--- src/rtl/mem_pkg.sv ---
// Shared instruction-memory types and constants used by the loader.
package mem_pkg;

  typedef logic [31:0] word_t;

  typedef enum logic [2:0] {
    IDLE,
    LEN,
    DATA,
    CSUM,
    DONE,
    ERROR
  } loader_state_t;

  // Length header and checksum trailer are each one little-endian word.
  localparam int LoaderLenBytes = 4;

endpackage

--- src/rtl/imem_loader_byte_assembler.sv ---
// Packs a little-endian byte stream into 32-bit words. word_valid and
// word_out are combinational on the 4th byte, so the consumer can register
// the finished word on the same edge that accepts its last byte.
module byte_assembler
  import mem_pkg::*;
(
  input  logic        clk,
  input  logic        reset_n,
  input  logic        clear,
  input  logic        byte_valid,
  input  logic [7:0]  byte_in,
  output logic        word_valid,
  output word_t       word_out
);

  logic [1:0]  cnt;
  logic [23:0] part;

  assign word_valid = byte_valid && (cnt == 2'(LoaderLenBytes - 1));
  assign word_out   = {byte_in, part};

  // Byte position counter and the three lower bytes of the word in flight.
  always_ff @(posedge clk) begin
    if (!reset_n) begin
      cnt  <= '0;
      part <= '0;
    end else if (clear) begin
      cnt  <= '0;
    end else if (byte_valid) begin
      cnt <= cnt + 2'd1;
      case (cnt)
        2'd0:    part[7:0]   <= byte_in;
        2'd1:    part[15:8]  <= byte_in;
        2'd2:    part[23:16] <= byte_in;
        default: ;
      endcase
    end
  end

endmodule

--- src/rtl/imem_loader.sv ---
// Instruction-memory loader: length header, N data words written from
// address 0 upward, then done/error. Build option LOADER_CHECKSUM_EN adds a
// trailing 32-bit checksum word (sum of data words) checked before DONE.
module imem_loader
  import mem_pkg::*;
#(
  parameter int MemSize = 'h0000_1000,
  localparam int MemAddrWidth = $clog2(MemSize)
) (
  input  logic                    clk,
  input  logic                    reset_n,
  input  logic                    start,
  input  logic                    rx_valid,
  input  logic [7:0]              rx_data,
  output logic                    rx_ready,
  output logic                    mem_we,
  output logic [MemAddrWidth-1:0] mem_address,
  output logic [31:0]             mem_data,
  output logic                    busy,
  output logic                    done,
  output logic                    error
);

  // Word index must reach MemSize/4 itself, hence one bit more than an index.
  localparam int WordIdxW = MemAddrWidth - 1;
  localparam logic [WordIdxW-1:0] WordOne = 1;
  localparam word_t MaxWords = word_t'(MemSize >> 2);

`ifdef LOADER_CHECKSUM_EN
  localparam loader_state_t PostData = CSUM;
`else
  localparam loader_state_t PostData = DONE;
`endif

  loader_state_t state_q, state_d;

  logic                byte_take;
  logic                word_valid;
  word_t               word_out;
  logic [WordIdxW-1:0] word_idx;
  logic [WordIdxW-1:0] len;
  logic                last_word;

`ifdef LOADER_CHECKSUM_EN
  word_t sum;
`endif

  // start has priority: a byte presented with start is dropped.
  assign byte_take = rx_valid && rx_ready && !start;
  assign last_word = (word_idx == len - WordOne);

  assign rx_ready = (state_q == LEN) || (state_q == DATA) || (state_q == CSUM);
  assign busy     = rx_ready;
  assign done     = (state_q == DONE);
  assign error    = (state_q == ERROR);

  byte_assembler u_asm (
    .clk        (clk),
    .reset_n    (reset_n),
    .clear      (start),
    .byte_valid (byte_take),
    .byte_in    (rx_data),
    .word_valid (word_valid),
    .word_out   (word_out)
  );

  // State register.
  always_ff @(posedge clk) begin
    if (!reset_n) state_q <= IDLE;
    else          state_q <= state_d;
  end

  // Next-state logic.
  always_comb begin
    state_d = state_q;
    case (state_q)
      IDLE, DONE, ERROR: begin
        if (start) state_d = LEN;
      end
      LEN: begin
        if (start) state_d = LEN;
        else if (word_valid) begin
          if (word_out > MaxWords)  state_d = ERROR;
          else if (word_out == '0)  state_d = PostData;
          else                      state_d = DATA;
        end
      end
      DATA: begin
        if (start) state_d = LEN;
        else if (word_valid && last_word) state_d = PostData;
      end
`ifdef LOADER_CHECKSUM_EN
      CSUM: begin
        if (start) state_d = LEN;
        else if (word_valid) state_d = (word_out == sum) ? DONE : ERROR;
      end
`endif
      default: state_d = IDLE;
    endcase
  end

  // Length capture, word counter, memory write port and running checksum.
  always_ff @(posedge clk) begin
    if (!reset_n) begin
      mem_we      <= 1'b0;
      mem_address <= '0;
      mem_data    <= '0;
      word_idx    <= '0;
      len         <= '0;
`ifdef LOADER_CHECKSUM_EN
      sum         <= '0;
`endif
    end else begin
      mem_we <= 1'b0;
      if (start) begin
        word_idx <= '0;
        len      <= '0;
`ifdef LOADER_CHECKSUM_EN
        sum      <= '0;
`endif
      end else if (word_valid) begin
        if (state_q == LEN) begin
          len <= word_out[WordIdxW-1:0];
        end else if (state_q == DATA) begin
          mem_we      <= 1'b1;
          mem_data    <= word_out;
          mem_address <= {word_idx[WordIdxW-2:0], 2'b00};
          word_idx    <= word_idx + WordOne;
`ifdef LOADER_CHECKSUM_EN
          sum         <= sum + word_out;
`endif
        end
      end
    end
  end

endmodule

--- config.mk ---
export PLATFORM = sky130hd
export DESIGN_NAME = imem_loader
export DESIGN_NICKNAME = d
export VERILOG_FILES = /design/src/rtl/mem_pkg.sv /design/src/rtl/imem_loader_byte_assembler.sv /design/src/rtl/imem_loader.sv
export SDC_FILE = /design/constraint.sdc
export NUM_CORES = 1
export LEC_CHECK = 0
export ABC_CLOCK_PERIOD_IN_PS = 3100
export BUFFER_PORTS_ARGS = -buffer_cell sky130_fd_sc_hd__buf_4
export CAP_MARGIN = 20
export CORE_UTILIZATION = 57
export DETAILED_ROUTE_END_ITERATION = 6
export MAX_ROUTING_LAYER = met4
export PLACE_DENSITY_LB_ADDON = 0.15
export SYNTH_ARGS = -nofsm -noshare
export SYNTH_HDL_FRONTEND = slang
export SYNTH_SLANG_ARGS = --single-unit
--- constraint.sdc ---
create_clock -name clk -period 3.1 [get_ports clk]
set_input_delay 0.62 -clock clk [delete_from_list [all_inputs] [get_ports clk]]
set_output_delay 0.62 -clock clk [all_outputs]
set_load 0.01 [all_outputs]
Yosys cells after proc, flatten, opt, wreduce, memory -nomap -nowiden
Index checks and enable logic that the tools add are counted.
Widths: inputs -> output; s select.
- register bits: 94
- output and inout bits: 49
- word-level logic and storage cells: 59
- $add $sub $neg: 3
- magnitude comparators: 1
- equal/unequal tests: 12
- multiplexer cells: 9
- bitwise logic cells: 4
- reductions and logical operators: 20
- operators with widths (cell ; number):
    $gt 32x11->1 const B ; 1
    $logic_not 32->1 ; 1
    $mux 3 ; 7
    $reduce_and 3->1 ; 5
    $add 11x1->11 const B ; 1
    $eq 11x11->1 ; 1
    $sub 11x1->11 const B ; 1
    $pmux 3 s3 ; 1
    $eq 3x2->1 const B ; 2
    $eq 3x3->1 const B ; 2
    $ne 3x3->1 const B ; 2
    $eq 2x2->1 const B ; 2
    $logic_and 1x1->1 ; 4
    $not 1->1 ; 4
    $reduce_and 4->1 ; 1
    $reduce_or 4->1 ; 1
    $eq 3x1->1 const B ; 1
    $logic_not 3->1 ; 1
    $reduce_or 3->1 ; 1
    $add 2x1->2 const B ; 1
    $eq 2x1->1 const B ; 1
    $logic_not 2->1 ; 1
    $logic_or 1x1->1 ; 2
    $ne 2x2->1 const B ; 1
    other kinds (4) ; 4

Logic depth before layout (Yosys ltp)
Gate-level depths: netlist (run 1).
- depth in word-level cells: 10
- mapped depth: 8
- mapped depth without buffers: 8

Cells and area by module
Synthesis (run 1) repeated with hierarchy kept, for this count alone.
- cell total of the unflattened synthesis: 512
- area, all modules: 4200.3 µm²
- by module, submodules not included (module ; times used ; cells each ; area an instance (µm²) ; sequential area each (µm²)):
    imem_loader ; 1 ; 400 ; 3085.5 ; 1361.3
    byte_assembler ; 1 ; 112 ; 1114.8 ; 520.5

Worst setup path before layout (run 1)
Ideal clock, no wire load.
- path kind: flip-flop to flip-flop
- from: register len[0]
- to: register state_q[2]
- arrival: 2.287 ns
- slack: 0.740 ns
- stages on the path, launching flop included: 9
- path through: dfxtp_1 > inv_1 > ha_1 > or4b_4 > or4_2 > o311ai_0 > a21oi_1 > o31ai_1 > nor3b_2
- longest elaborated chain between the ends: 5
- RTL lines (element ; RTL line ; source):
    start: declaration ; imem_loader.sv:41 ; logic [WordIdxW-1:0] len;
    start signal: assignment ; imem_loader.sv:123 ; len <= word_out[WordIdxW-1:0];
    $sub 11x1->11 ; imem_loader.sv:50 ; assign last_word = (word_idx == len - WordOne);
    $eq 11x11->1 ; imem_loader.sv:50 ;
    $logic_and 1x1->1 ; imem_loader.sv:90 ; else if (word_valid && last_word) state_d = PostData;
    $ne 3x3->1 (no source line) ; -- ;
    $reduce_and 3->1 (no source line) ; -- ;
    end signal: assignment ; imem_loader.sv:70 ; else state_q <= state_d;
    end: declaration ; imem_loader.sv:35 ; loader_state_t state_q, state_d;
No other way between the ends.
A chain may end at the register's enable or synchronous reset.

Worst setup path in the final report (run 1)
Same ends and word-level chain as after synthesis.

==> key figures, run 1 <==
Setup path
  • Worst setup path startpoint: len[0]$_SDFFE_PP0P_
  • Critical Path Stages: 8
  • CP max stage delay: 0.53 ns
  • Most used cell, CP: nor3b_2
  • R2r endpoint: state_q[2]$_SDFFE_PN0P_
  • CP endpoint: state_q[2]$_SDFFE_PN0P_
  • Buffers plus inverters on the worst setup path: 1
  • RR Startpoint: len[0]$_SDFFE_PP0P_
  • R2r setup slk: 0.53 ns
  • R2r worst-path depth: 8
  • CP delay by family, top: simple AND/OR/NAND/NOR gates
  • Arrival time at the worst endpoint: 2.86 ns
  • Max Fanout on Critical Path: 6
  • Crit path cell chain: inv_1 > ha_1 > or4b_4 > nor3b_2 > xnor2_1 > or4_1 > o31ai_1 > nor3b_2
  • Max stage delay cell, worst path: or4b_4
  • Setup CP Type: reg2reg
  • CP startpoint kind: flip-flop
  • Setup crit end kind: flip-flop
  • Critical Path RT: 3.39 ns

Finish
  • Area grow syn2layout: 14.71%
  • ANT cells: 0
  • Final instance area: 4811 um^2
  • Nets: 561
  • Layout cells sized above 1: 16.42%
  • Finished Layout Cells: 644
  • Finished Core Util: 69.28%

Placement
  • Buffers on Ports: 58
  • Routability cong.: 0.8806
  • Hpwl dp: 6.507 mm
  • Placed Area: 4638 um^2
  • Cell count after placement: 628

Global routing
  • First-pass GRT wire length: 15.35 mm
  • Initial antenna violation count: 0
  • Total global-route track usage: 26.61%
  • Largest net degree at the start of global routing: 70
  • GRT overflow: 0
  • Number of global-route vias before repair: 3,269

Die
  • DIE AREA: 7705 um^2
  • Die W: 87.78 um
  • I/O pin count: 61
  • Initial Utilization: 60.40%
  • Die Y: 87.78 um
  • Core Rows: 30
  • Core area: 6944 um^2

Clocking
  • Clock slew at reported path FFs: 0.09 ns
  • Root Buffer: clkbuf_8
  • CTS tree: done
  • Resized cells post-CTS: 0
  • TritonCTS Buffers: 9
  • Clock Sinks: 94
  • CTS max path bufs: 2
  • Hold_buf cts: 0
  • Setup bufs post-CTS: 0
  • Skew-Pair Late Insertion Delay: 0.36 ns
  • # H-tree levels: 3

Synthesis
  • Synth area leader: dfxtp_1
  • Post-synthesis register bit count: 94
  • Post-synth top cells: nand2_1, dfxtp_1, a21boi_0, nor2_1
  • Asr flop ratio synth: 0%
  • Top FF cell, synth: dfxtp_1
  • Synth Warn #: 0
  • Post-Syn Area per Cell: 8.321 um^2
  • Largest family of logic cells by synthesized area: simple AND/OR/NAND/NOR gates
  • Top cell type's share of synthesized area: 44.87%
  • Synthesized-area fraction occupied by adder cells: 1.790%
  • Seq/Total Area, Yosys: 44.87%
  • Mux contribution to synthesized area: 2.625%
  • Dominant cell by count in the synthesized netlist: nand2_1
  • Post-synthesis xor/xnor area fraction: 4.385%
  • Cell Area, Synth: 4194 um^2
  • EDFF count, synth: 0
  • Ranking of synthesized cells by area: dfxtp_1, a21boi_0, nand2_1
  • Simple-Gate Fraction of Synth Area: 25.69%
  • Yosys cell types: 45
  • Post-Synthesis Cells: 504
  • Compound-gate portion of the synthesized area: 16.02%

Timing
  • Max Freq: 0.3890 GHz
  • Tcrit/Tclk final: 82.92%
  • Final setup fails: 0
  • Post-route minimum period: 2.571 ns
  • Final hold vios: 0
  • RSZ-0062 raised after global routing: false
  • Layout Skew: 0.009975 ns
  • Final Max Slew Viols: 0
  • Setup tns final: 0 ns
  • Relative slew slack: 31.74%
  • Worst Tran Pin Value: 1.024 ns

Detailed routing
  • Via count: 3,571
  • Total Wirelength: 9.515 mm
  • Post-route ant nets: 0
  • Drt drc: 0
  • Initial DRC count: 164
  • Routed len/inst: 14.77 um
  • TritonRoute pass-1 iters: 4
  • Vias per std cell: 5.545

Power
  • Pleak: 1.699 nW
  • PD cells: 423.3 nW/um^2
  • Total power: 0.002036 W
  • Peak VDD IR: 0.3240 mV

Run status
  • Status: completed

Flow run
  • # Max-Cap Violations: 0

Worst hold path
  • Worst hold path type: reg2reg
## layout by cell type, fill, tap and decap left out, drive strengths merged, types with 3 or more instances in the layout
cell type and instances:
o21ai 6, xnor2 10, a21boi 69, o31ai 4, mux2i 11, nor4b 3
dfxtp 94, or3 3, a21oi 8, inv 7, clkbuf 9, nor2 35
nand3 27, buf 64, xor2 11, nor4 8, nand4 10, clkinv 5
ha 6, nor3 5, nor3b 5, nand2 124
## worst min path at each step
stage | start | endpoint | slack (ns) | cells after the start
2_1_floorplan | u_asm.part[13]$_SDFFE_PN0P_ | mem_data[13]$_SDFFE_PN0P_ | 0.45 | 2
3_3_place_gp | mem_address[11]$_SDFFE_PN0P_ | mem_address[11]$_SDFFE_PN0P_ | 0.45 | 2
3_5_place_dp | mem_data[5]$_SDFFE_PN0P_ | mem_data[5]$_SDFFE_PN0P_ | 0.46 | 2
4_1_cts | mem_data[5]$_SDFFE_PN0P_ | mem_data[5]$_SDFFE_PN0P_ | 0.47 | 2
5_1_grt | mem_data[26]$_SDFFE_PN0P_ | mem_data[26]$_SDFFE_PN0P_ | 0.49 | 2
6_report | mem_data[5]$_SDFFE_PN0P_ | mem_data[5]$_SDFFE_PN0P_ | 0.47 | 2
## layout make-up
type / instances / area, um^2
Clock buffer: 9 / 123.9
Clock inverter: 7 / 48.80
Fill cell: 596 / 2133
Inverter: 6 / 22.52
Multi-Input combinational cell: 368 / 2133
Sequential cell: 94 / 1882
Tap cell: 96 / 120.1
Timing Repair Buffer: 64 / 480.5
## flip-flops by register name, indices dropped and copies added, names as in the netlist
name	count
mem_we	1
len	11
u_asm.cnt	2
state_q	3
mem_address	10
mem_data	32
word_idx	11
u_asm.part	24
## metal layers
metal / up-vias / global-route usage (%) / part of all wire (%)
li1: 1774 / - / -
met1: 1684 / 35.53 / 49
met2: 96 / 39.89 / 44
met3: 17 / 4.618 / 4.3
met4: 0 / 10.73 / 1.8
met5: - / - / 0
## worst reg2reg max path, stage by stage (launching register included)
cell	delay (ns)
dfxtp_1	0.37
inv_1	0.08
ha_1	0.23
or4b_4	0.53
nor3b_2	0.23
xnor2_1	0.08
or4_1	0.48
o31ai_1	0.30
nor3b_2	0.21
## cell families after synthesis
kind of cell / Yosys count
flip-flops: 94
buffers and inverters: 43
other: 1
AND/OR/NAND/NOR: 235
multiplexers: 11
AO/OA/AOI/OAI: 93
XOR/XNOR: 21
adder cells (fa/ha/maj): 6
## power by group
part / switching (W) / internal, W
Clock: 0.000436 / 0.000293
Sequential: 0.00000903 / 0.00121
Combinational: 0.0000509 / 0.0000365
Total: 0.000496 / 0.00154
## metrics by stage
| step | setup WS [ns] | hold WS (ns) |
|---|---|---|
| 3_5_place_dp | 0.5617 | 0.4576 |
| 4_1_cts | 0.5392 | 0.4700 |
| 6_report | 0.5295 | 0.4660 |
| 2_1_floorplan | 0.7402 | 0.4540 |
| 3_3_place_gp | 0.6499 | 0.4522 |
| 5_1_grt | 0.3600 | 0.4900 |
Power figures use the tool's default switching activity.
==> run 2, diff against run 1 <==
Settings changed: ABC_AREA set to 1, ABC_CLOCK_PERIOD_IN_PS 3100 to 2600.
Clock period 3.1 ns to 2.6 ns, I/O delays scaled along.
==> run 2 against run 1 <==
Clock power is 27% higher. Sequential power increased by 20%. Highest routed layer unchanged. Design area down 0.31%. Total power is 25% higher. Final cell count up 12%. Flip-flop and latch count did not move. Maximum frequency up 23%. Utilization is 0.16 points higher. Critical path depth up 7. Non-clock buffer count is 3 lower. Die area is 1.0% lower.
==> key figures, run 2 <==
Run status
  • Status: completed

Worst hold path
  • HP Start: rx_data[7]
  • Worst hold path type: in2reg

Synthesis
  • Top cell type's share of synthesized area: 45.34%
  • Dominant cell by count in the synthesized netlist: nor2_1
  • Synth area leader: dfxtp_1
  • Yosys cell types: 34
  • Cell Area, Synth: 4150 um^2
  • Asr flop ratio synth: 0%
  • Seq/Total Area, Yosys: 45.34%
  • Post-synthesis register bit count: 94
  • Top FF cell, synth: dfxtp_1
  • Synth Warn #: 0
  • Ranking of synthesized cells by area: dfxtp_1, nor2_1, o21ai_0
  • Post-Synthesis Cells: 571
  • Post-Syn Area per Cell: 7.268 um^2
  • EDFF count, synth: 0
  • Post-synth top cells: nor2_1, dfxtp_1, o21ai_0, nand2_1, a21oi_1

Setup path
  • Setup crit end kind: flip-flop
  • Setup CP Type: reg2reg
  • CP max stage delay: 0.37 ns
  • Buffers plus inverters on the worst setup path: 2
  • Max Fanout on Critical Path: 5
  • CP delay by family, top: simple AND/OR/NAND/NOR gates
  • Crit path cell chain: inv_1 > ha_1 > inv_1 > nand2_1 > nand2_1 > nor2_1 > nand3_1 > nor2_1 > nand3_1 > nor2_1 > nand2_1 > nand2_2 > nand3_1 > nand2_1 > nor2_1
  • Worst setup path startpoint: len[0]$_SDFFE_PP0P_
  • CP startpoint kind: flip-flop
  • Max stage delay cell, worst path: dfxtp_1
  • Arrival time at the worst endpoint: 2.34 ns
  • Critical Path RT: 2.85 ns
  • RR Startpoint: len[0]$_SDFFE_PP0P_

Die
  • Core area: 6907 um^2
  • Die Y: 87.33 um
  • I/O pin count: 61
  • Core Rows: 30
  • Initial Utilization: 60.09%
  • DIE AREA: 7627 um^2
  • Die W: 87.33 um

Timing
  • Final Max Slew Viols: 0
  • Worst Tran Pin Value: 0.5470 ns
  • Tcrit/Tclk final: 80.14%
  • RSZ-0062 raised after global routing: false
  • Final setup fails: 0
  • Max Freq: 0.4800 GHz
  • Setup tns final: 0 ns
  • Final hold vios: 0
  • Layout Skew: 0.008953 ns
  • Post-route minimum period: 2.084 ns
  • Relative slew slack: 63.53%

Power
  • NetSw: 0.0006541 W
  • Reg power frac: 57.5%
  • Internal power: 0.001893 W
  • Pleak: 2.240 nW
  • PD cells: 531.2 nW/um^2
  • Switch share: 25.68%
  • Total power: 0.002547 W
  • Comb pwr share: 6.1%
  • Clock share of power: 36.5%
  • Peak VDD IR: 0.4450 mV

Global routing
  • First-pass GRT wire length: 15.66 mm
  • GRT overflow: 0
  • Initial antenna violation count: 0
  • Largest net degree at the start of global routing: 67
  • Number of global-route vias before repair: 3,312
  • Total global-route track usage: 27.13%

Placement
  • Cell count after placement: 705
  • Routability cong.: 0.8699
  • Placed Area: 4606 um^2
  • Buffers on Ports: 58
  • Hpwl dp: 6.823 mm

Clocking
  • Clock slew at reported path FFs: 0.10 ns
  • CTS tree: done
  • Resized cells post-CTS: 0
  • Clock Sinks: 94
  • Skew-Pair Late Insertion Delay: 0.35 ns
  • TritonCTS Buffers: 9
  • Root Buffer: clkbuf_8
  • CTS max path bufs: 2
  • Setup bufs post-CTS: 0
  • # H-tree levels: 3
  • Hold_buf cts: 0

Finish
  • FF/Latch Area: 1882 um^2
  • Final instance area: 4796 um^2
  • Area grow syn2layout: 15.56%
  • Largest register FFs: 32
  • Commonest non-fill, non-tap cells in the layout: nor2_1, dfxtp_1, o21ai_0, nand2_1, buf_4
  • Layout fillers: 592
  • ANT cells: 0
  • Largest Register: mem_data
  • Finished Layout Cells: 721
  • Most common cell after layout, fill and taps aside: nor2_1
  • Layout cells sized above 1: 15.36%
  • Largest regs: mem_data (32), u_asm.part (24)
  • Nets: 638
  • Multi-input gate area: 1939 um^2

Detailed routing
  • Initial DRC count: 251
  • TritonRoute pass-1 iters: 5
  • Drt drc: 0
  • Post-route ant nets: 0
  • Total Wirelength: 9.704 mm
  • Routed len/inst: 13.46 um
  • Vias per std cell: 5.329
  • Via count: 3,842

Flow run
  • # Max-Cap Violations: 0
[run 2: tightest hold or removal path, stage by stage]
cell and delay (ns):
buf_4 0.11, nor2_1 0.05, nor2_1 0.09
[run 2: power groups by stage]
stage,clock network [W],logic [W],registers (W)
6_report,0.000929,0.000154,0.00146
5_1_grt,0.00101,0.000170,0.00147
4_1_cts,0.000945,0.000153,0.00146
3_5_place_dp,0,0.000152,0.00150
3_3_place_gp,0,0.000150,0.00150
2_1_floorplan,0,0.000103,0.00149
[run 2: metrics by stage]
stage | hold slack, ns | setup WS, ns | util (%)
finish | 0.4427 | 0.5165 | 69.44
CTS | 0.4240 | 0.5455 | 69.44
global route | 0.4328 | 0.3026 | 69.44
global placement | 0.4571 | 0.5684 | 66.68
floorplan | 0.4563 | 0.9622 | -
detailed placement | 0.4647 | 0.5095 | 66.68
[run 2: final timing paths]
path | to | slack (ns) | cells past startpoint
max | state_q[0]$_SDFFE_PN0P_ | 0.52 | 15
min | mem_data[31]$_SDFFE_PN0P_ | 0.44 | 3
max reg2reg | state_q[0]$_SDFFE_PN0P_ | 0.52 | 15
min reg2reg | mem_address[2]$_SDFFE_PN0P_ | 0.48 | 2
[run 2: kinds of logic after synthesis]
group           share of synthesized area, %
compound gates                         17.24
xor+xnor                               1.477
fa+ha+maj                              1.809
buf+inv                                8.019
flops                                  45.34
other cells                          0.09036
simple gates                           26.02
[run 2: layout make-up]
type | count | area share, %
inverter | 55 | 4.305
tap | 96 | 2.505
clock buffer | 10 | 2.870
multi-input combinational | 399 | 40.44
sequential | 94 | 39.24
clock inverter | 6 | 1.096
timing repair buffer | 61 | 9.549
[run 2: layer usage]
layer	vias up	track usage [%]	wire [um]
li1	1947	-	-
met1	1771	36.40	4660
met2	109	40.98	4445
met3	15	4.739	415
met4	0	9.985	182
met5	-	-	0
